**src/rtl/router_pkt_ctrl_if.sv**
```systemverilog
// Source-side handshake between the packet source and the router input controller.
// The source drives header/payload valid and address bits; the controller answers with busy and drop.
interface router_pkt_ctrl_if;
  logic       pkt_valid;
  logic [1:0] data_in;
  logic       busy;
  logic       drop_pkt;

  modport master (
    output pkt_valid,
    output data_in,
    input  busy,
    input  drop_pkt
  );

  modport slave (
    input  pkt_valid,
    input  data_in,
    output busy,
    output drop_pkt
  );
endinterface

```
**src/rtl/router_pkt_ctrl.sv**
```systemverilog
// Packet-sequencing FSM for the 1x3 router input side (header, payload, full stall, parity).
// Optional macro ROUTER_WAIT_TIMEOUT_EN enables the WAIT_TILL_EMPTY abort after WAIT_LIMIT cycles.
module router_pkt_ctrl #(
  parameter int unsigned WAIT_LIMIT = 63
) (
  input  logic              clock,
  input  logic              reset,
  router_pkt_ctrl_if.slave  src,
  input  logic              fifo_full,
  input  logic              fifo_empty_0,
  input  logic              fifo_empty_1,
  input  logic              fifo_empty_2,
  input  logic              soft_reset_0,
  input  logic              soft_reset_1,
  input  logic              soft_reset_2,
  input  logic              parity_done,
  input  logic              low_pkt_valid,
  output logic              detect_add,
  output logic              lfd_state,
  output logic              ld_state,
  output logic              laf_state,
  output logic              full_state,
  output logic              write_enb_reg,
  output logic              rst_int_reg
);

  typedef enum logic [2:0] {
    DECODE_ADDRESS,
    LOAD_FIRST_DATA,
    LOAD_DATA,
    LOAD_PARITY,
    FIFO_FULL_STATE,
    LOAD_AFTER_FULL,
    WAIT_TILL_EMPTY,
    CHECK_PARITY_ERROR
  } state_t;

  if (WAIT_LIMIT < 1 || WAIT_LIMIT > 255) begin : g_bad_wait_limit
    $error("router_pkt_ctrl: WAIT_LIMIT must be within 1..255");
  end

  state_t     state_q;
  state_t     state_d;
  logic [1:0] addr_q;
  logic [1:0] sel_addr;
  logic       tgt_empty;
  logic       soft_hit;
  logic       addr_valid;

  // While decoding, the header on the bus selects the FIFO; afterwards the latched address does.
  always_comb begin
    sel_addr = (state_q == DECODE_ADDRESS) ? src.data_in : addr_q;
    unique case (sel_addr)
      2'b00:   tgt_empty = fifo_empty_0;
      2'b01:   tgt_empty = fifo_empty_1;
      2'b10:   tgt_empty = fifo_empty_2;
      default: tgt_empty = 1'b0;
    endcase
  end

  always_comb begin
    unique case (addr_q)
      2'b00:   soft_hit = soft_reset_0;
      2'b01:   soft_hit = soft_reset_1;
      2'b10:   soft_hit = soft_reset_2;
      default: soft_hit = 1'b0;
    endcase
  end

  assign addr_valid = (src.data_in != 2'b11);

`ifdef ROUTER_WAIT_TIMEOUT_EN
  logic [7:0] wait_cnt_q;
  logic       drop_q;
  logic       timeout_fire;
`endif

  // Next-state logic; a soft reset of the addressed port overrides every normal transition.
  always_comb begin
    state_d = state_q;
`ifdef ROUTER_WAIT_TIMEOUT_EN
    timeout_fire = 1'b0;
`endif
    unique case (state_q)
      DECODE_ADDRESS: begin
        if (src.pkt_valid && addr_valid) begin
          state_d = tgt_empty ? LOAD_FIRST_DATA : WAIT_TILL_EMPTY;
        end
      end
      LOAD_FIRST_DATA: state_d = LOAD_DATA;
      LOAD_DATA: begin
        if (fifo_full) begin
          state_d = FIFO_FULL_STATE;
        end else if (!src.pkt_valid) begin
          state_d = LOAD_PARITY;
        end
      end
      FIFO_FULL_STATE: begin
        if (!fifo_full) begin
          state_d = LOAD_AFTER_FULL;
        end
      end
      LOAD_AFTER_FULL: begin
        if (parity_done) begin
          state_d = DECODE_ADDRESS;
        end else if (low_pkt_valid) begin
          state_d = LOAD_PARITY;
        end else begin
          state_d = LOAD_DATA;
        end
      end
      LOAD_PARITY: state_d = CHECK_PARITY_ERROR;
      CHECK_PARITY_ERROR: begin
        state_d = fifo_full ? FIFO_FULL_STATE : DECODE_ADDRESS;
      end
      WAIT_TILL_EMPTY: begin
        if (tgt_empty) begin
          state_d = LOAD_FIRST_DATA;
        end
`ifdef ROUTER_WAIT_TIMEOUT_EN
        else if (wait_cnt_q == 8'(WAIT_LIMIT)) begin
          state_d      = DECODE_ADDRESS;
          timeout_fire = 1'b1;
        end
`endif
      end
      default: state_d = DECODE_ADDRESS;
    endcase

    if (state_q != DECODE_ADDRESS && soft_hit) begin
      state_d = DECODE_ADDRESS;
`ifdef ROUTER_WAIT_TIMEOUT_EN
      timeout_fire = 1'b0;
`endif
    end
  end

  always_ff @(posedge clock) begin
    if (reset) begin
      state_q <= DECODE_ADDRESS;
      addr_q  <= 2'b00;
    end else begin
      state_q <= state_d;
      if (state_q == DECODE_ADDRESS && src.pkt_valid) begin
        addr_q <= src.data_in;
      end
    end
  end

`ifdef ROUTER_WAIT_TIMEOUT_EN
  // The count equals the number of cycles already spent waiting, so the abort lands on cycle WAIT_LIMIT+1.
  always_ff @(posedge clock) begin
    if (reset) begin
      wait_cnt_q <= 8'd0;
      drop_q     <= 1'b0;
    end else begin
      drop_q <= timeout_fire;
      if (state_q == WAIT_TILL_EMPTY && state_d == WAIT_TILL_EMPTY) begin
        wait_cnt_q <= wait_cnt_q + 8'd1;
      end else begin
        wait_cnt_q <= 8'd0;
      end
    end
  end

  assign src.drop_pkt = drop_q;
`else
  assign src.drop_pkt = 1'b0;
`endif

  always_comb begin
    detect_add    = (state_q == DECODE_ADDRESS);
    lfd_state     = (state_q == LOAD_FIRST_DATA);
    ld_state      = (state_q == LOAD_DATA);
    laf_state     = (state_q == LOAD_AFTER_FULL);
    full_state    = (state_q == FIFO_FULL_STATE);
    write_enb_reg = (state_q == LOAD_DATA) || (state_q == LOAD_PARITY) ||
                    (state_q == LOAD_AFTER_FULL);
    rst_int_reg   = (state_q == CHECK_PARITY_ERROR);
    src.busy      = !((state_q == DECODE_ADDRESS) || (state_q == LOAD_DATA));
  end

endmodule

```
**src/flat_wrapper.sv**
```systemverilog
// flat-port wrapper written by rule: the top's interface ports become plain ports
module router_pkt_ctrl_flat 
#(
  parameter int unsigned WAIT_LIMIT = 63
)
  (clock, reset, fifo_full, fifo_empty_0, fifo_empty_1, fifo_empty_2, soft_reset_0, soft_reset_1, soft_reset_2, parity_done, low_pkt_valid, detect_add, lfd_state, ld_state, laf_state, full_state, write_enb_reg, rst_int_reg, src_pkt_valid, src_data_in, src_busy, src_drop_pkt);
  router_pkt_ctrl_if src_i ();
  input  logic clock;
  input  logic reset;
  input  logic fifo_full;
  input  logic fifo_empty_0;
  input  logic fifo_empty_1;
  input  logic fifo_empty_2;
  input  logic soft_reset_0;
  input  logic soft_reset_1;
  input  logic soft_reset_2;
  input  logic parity_done;
  input  logic low_pkt_valid;
  output logic detect_add;
  output logic lfd_state;
  output logic ld_state;
  output logic laf_state;
  output logic full_state;
  output logic write_enb_reg;
  output logic rst_int_reg;
  input wire logic [$bits(src_i.pkt_valid)-1:0] src_pkt_valid;
  input wire logic [$bits(src_i.data_in)-1:0] src_data_in;
  output wire logic [$bits(src_i.busy)-1:0] src_busy;
  output wire logic [$bits(src_i.drop_pkt)-1:0] src_drop_pkt;
  assign src_i.pkt_valid = src_pkt_valid;
  assign src_i.data_in = src_data_in;
  assign src_busy = src_i.busy;
  assign src_drop_pkt = src_i.drop_pkt;
  router_pkt_ctrl #(.WAIT_LIMIT(WAIT_LIMIT)) u_core (.clock(clock), .reset(reset), .src(src_i), .fifo_full(fifo_full), .fifo_empty_0(fifo_empty_0), .fifo_empty_1(fifo_empty_1), .fifo_empty_2(fifo_empty_2), .soft_reset_0(soft_reset_0), .soft_reset_1(soft_reset_1), .soft_reset_2(soft_reset_2), .parity_done(parity_done), .low_pkt_valid(low_pkt_valid), .detect_add(detect_add), .lfd_state(lfd_state), .ld_state(ld_state), .laf_state(laf_state), .full_state(full_state), .write_enb_reg(write_enb_reg), .rst_int_reg(rst_int_reg));
endmodule
```
**config.mk**
```make
export PLATFORM = sky130hd
export DESIGN_NAME = router_pkt_ctrl_flat
export DESIGN_NICKNAME = d
export VERILOG_FILES = /design/src/rtl/router_pkt_ctrl_if.sv /design/src/rtl/router_pkt_ctrl.sv /design/src/flat_wrapper.sv
export SDC_FILE = /design/constraint.sdc
export NUM_CORES = 1
export LEC_CHECK = 0
export CORE_MARGIN = 10
export CORE_UTILIZATION = 44
export CTS_CLUSTER_DIAMETER = 60
export DETAILED_ROUTE_END_ITERATION = 8
export DONT_BUFFER_PORTS = 1
export SLEW_MARGIN = 15
export SYNTH_ARGS = -nofsm -noshare
export SYNTH_HDL_FRONTEND = slang
export SYNTH_SLANG_ARGS = --single-unit
```
**constraint.sdc**
```tcl
create_clock -name clock -period 1.8 [get_ports clock]
set_clock_uncertainty 0.15 [all_clocks]
set_input_delay 0.27 -clock clock [delete_from_list [all_inputs] [get_ports clock]]
set_output_delay 0.27 -clock clock [all_outputs]
set_load 0.05 [all_outputs]
```
==> run summary <==
The final critical path time including I/O delays and setup came out at about 1.8 ns. Of all nets on the critical path, the largest fanout is 6. The final-report max-slew violation count is 0.

The latest clock arrival within the worst-skew pair came out at ~0.25 ns. The tool flagged a number of max-cap violations equal to 0. The total setup violations reported at the end of the flow is 1. STA classifies the critical path endpoint as a flip-flop. The row count is 12. The post-synthesis instance total is 70. The die area came out at between 0.003 and 0.004 sq mm. The critical path required time came out at between 1.5 and 2 ns. The number of sinks driven by the clock tree is 5.

The chip height came out at 56.0 um. The detail route stage leaves a number of antenna-violating nets equal to 0. The leakage power is 0.379 nW. The detailed router finished its first iteration with 8 violations. For this configuration, the core starts out at a cell density of between 40% and 50%. CTS built an H-tree with a depth of 1. The cell area reported after detailed placement is roughly 750 sq um. The antenna diode count is 0. After global routing the overflow that remains totals 0. The top-level I/O count is 23. The maximum resistive drop on vdd came out at slightly above 0.001 V. The ratio of final minimum period to clock period came out at 103%. The area overhead of the layout relative to synthesis is 63.8%. Measured along the x axis, the die boundary spans around 56 um. The arrival time at the worst endpoint is 1.89 ns. The first-pass GRT wire length is 3020 um. The count of distinct cell types in the synthesized netlist came out at 37. The checks that failed: negative setup slack. The tree is rooted in a sky130_fd_sc_hd__clkbuf_4. The cell area after synthesis is about 570 sq um. The post-synthesis net count came out at 84. The post-route DRC violation count is 0. The clock slew at the register clock pins of the worst setup and hold paths is 0.05 ns.

The number of register bits inferred by synthesis is 5. The number of global-route vias before repair was between 600 and 700. The delay of the slowest cell on the worst path is between 0.5 and 0.6 ns.

The worst setup path is launched from a flip-flop. The first detailed-routing pass took 4 iterations. The share of post-route cells with drive strength above 1 is ~55%. The final cell area excluding filler cells came out at 935 sq um. The filler cell count is 86. In this run the mean area of a mapped cell was 8.15 sq um. The global placer's final weighted congestion came out at between 0.7 and 0.8. The wire length per cell is 17.4 um. After detailed routing, the number of vias per cell comes to around 5.7.

The run finished, with violations left. The via count came out at between 600 and 700. The critical path goes through or4b_4, a311oi_4, nor4_4, nor3b_2, a31o_1. Counting along the longest clock path gives a buffer depth of 2. The setup slack after layout came out at -0.0486 ns. The number of port buffers is 0. The overall fraction of global-route tracks in use came out at around 12%.

On the critical path the largest part of the delay comes from simple AND/OR/NAND/NOR gates. On the critical path, the stage with the largest delay is an instance of sky130_fd_sc_hd__or4b_4. The detailed placer's ending HPWL came out at between 1000 and 1500 um.

The final hold violation count came out at 0. The highest attainable clock frequency came out at 0.541 GHz. The share of the yosys chip area belonging to registers came out at between 15 and 20%.

The type of the worst setup path is reg2reg. The total core area is approximately 0.0012 sq mm. The number of antenna violations at the first check in global routing came out at 0. The worst-case hold slack came out at 0.0202 ns. The final wirelength is between 1500 and 2000 um. The total CTS buffers is 3. In the final design database the tool counted ~110 nets. The pin count of the biggest net entering global routing came out at 11. The overall power is approximately 1.6 mW. The fraction of the core area covered by cells at the end of the flow came out at about four fifths.

The TritonCTS clock tree is done. The Yosys warning count is 0. The tightest min-delay check is of the in2reg type. The total power per unit cell area is approximately 1700 mW/mm^2. The buffer and inverter count on the worst path came out at 0. Setup repair after global routing could not meet its margin everywhere.
synth_stat cells:
master	instances	area, sq um
sky130_fd_sc_hd__a32o_2	1	11.3
sky130_fd_sc_hd__or4b_4	1	13.8
sky130_fd_sc_hd__a311oi_1	2	17.5
sky130_fd_sc_hd__buf_6	2	22.5
sky130_fd_sc_hd__o31ai_2	1	12.5
sky130_fd_sc_hd__nor3b_1	5	37.5
sky130_fd_sc_hd__nand3_1	2	10.0
sky130_fd_sc_hd__o311a_1	1	10.0
sky130_fd_sc_hd__o31a_1	1	8.76
sky130_fd_sc_hd__nand2b_1	3	18.8
sky130_fd_sc_hd__o21a_1	1	7.51
sky130_fd_sc_hd__or2_2	1	6.26
sky130_fd_sc_hd__nor2_2	1	6.26
sky130_fd_sc_hd__conb_1	1	3.75
sky130_fd_sc_hd__o21ai_0	4	20.0
sky130_fd_sc_hd__o211a_1	1	10.0
sky130_fd_sc_hd__dfxtp_1	5	100
sky130_fd_sc_hd__buf_4	2	15.0
sky130_fd_sc_hd__o2bb2ai_1	1	8.76
sky130_fd_sc_hd__o21bai_1	1	7.51
sky130_fd_sc_hd__and3b_1	3	26.3
sky130_fd_sc_hd__and3_1	1	6.26
sky130_fd_sc_hd__a31o_1	1	8.76
sky130_fd_sc_hd__a21oi_1	4	20.0
sky130_fd_sc_hd__nand2_1	9	33.8
sky130_fd_sc_hd__a2111oi_4	1	27.5
sky130_fd_sc_hd__a311oi_2	1	15.0
sky130_fd_sc_hd__nand3b_1	1	7.51
sky130_fd_sc_hd__inv_1	1	3.75
sky130_fd_sc_hd__nor4b_1	1	8.76
sky130_fd_sc_hd__clkbuf_1	2	7.51
sky130_fd_sc_hd__nor2_1	2	7.51
sky130_fd_sc_hd__nor4_2	1	12.5
sky130_fd_sc_hd__a21o_1	1	7.51
sky130_fd_sc_hd__o21ai_2	1	8.76
sky130_fd_sc_hd__nor3_1	2	10.0
sky130_fd_sc_hd__mux2_2	1	11.3
layout by cell type (no fill, tap or decap), drive strengths merged, types with 3 or more instances in the layout:
cell	n
a21oi	4
a311oi	3
and3b	3
buf	23
clkbuf	4
dfxtp	5
nand2	9
nand2b	3
nor2	3
nor3b	5
o21ai	5
flip-flops by register name, summed over array words and instances (netlist names):
name            count
u_core.addr_q       2
u_core.state_q      3
worst register-to-register path, cell delays in order, from the launching register on:
cell and delay (ns):
sky130_fd_sc_hd__dfxtp_4 0.37, sky130_fd_sc_hd__or4b_4 0.59, sky130_fd_sc_hd__a311oi_4 0.30, sky130_fd_sc_hd__nor4_4 0.10, sky130_fd_sc_hd__nor3b_2 0.17, sky130_fd_sc_hd__a31o_1 0.11
worst paths after layout:
check,cells past startpoint,slack [ns],startpoint,endpoint
min reg2reg,2,0.39,u_core.addr_q[1],u_core.addr_q[1]
max,5,-0.05,u_core.state_q[2],u_core.state_q[2]
max reg2reg,5,-0.05,u_core.state_q[2],u_core.state_q[2]
min,2,0.02,src_data_in[0],u_core.addr_q[0]
stage by stage:
step / setup TNS, ns / setup slack, ns / std cells
global placement: -0.198 / -0.0962 / 97
floorplan: -0.154 / -0.0762 / 70
CTS: -0.0684 / -0.0404 / 105
finish: -0.0486 / -0.0486 / 107
detailed placement: -0.350 / -0.166 / 97
global route: -0.190 / -0.0847 / 107
cell families (layout without fill, tap and decap cells):
kind of cell / after synthesis / after routing / synth area share (%)
other cells: 1 / 1 / 0.657
flops: 5 / 5 / 17.5
buf+inv: 7 / 30 / 8.55
mux: 1 / 1 / 1.97
compound gates: 23 / 23 / 35.3
simple gates: 33 / 33 / 36.0
final cells by class:
| class | count | area, sq um | share of cell area [%] |
|---|---|---|---|
| clock buffer | 4 | 26.3 | 2.81 |
| inverter | 1 | 3.75 | 0.402 |
| multi-input combinational | 58 | 543 | 58.1 |
| sequential | 5 | 111 | 11.9 |
| tap | 14 | 17.5 | 1.87 |
| timing repair buffer | 25 | 233 | 24.9 |
power by group:
| part | total (mW) | internal [mW] | switching [mW] |
|---|---|---|---|
| Sequential | 0.238 | 0.160 | 0.0776 |
| Clock | 0.136 | 0.0841 | 0.0517 |
| Combinational | 1.23 | 0.559 | 0.671 |
repair_timing:
item,CTS,global route
hold buffers,2,0
setup buffers,2,2
pin swaps,9,3
endpoints found under the hold margin,3,0
setup endpoints to repair,6,7
gates resized for setup,15,6
layer usage:
metal	GRT usage (%)	routed length (um)	vias up
li1	-	-	309
met1	12.6	765	283
met2	18.7	904	18
met3	5.69	142	4
met4	8.19	52	0
met5	0	0	-
No activity file was read; power rests on OpenSTA's default activity.
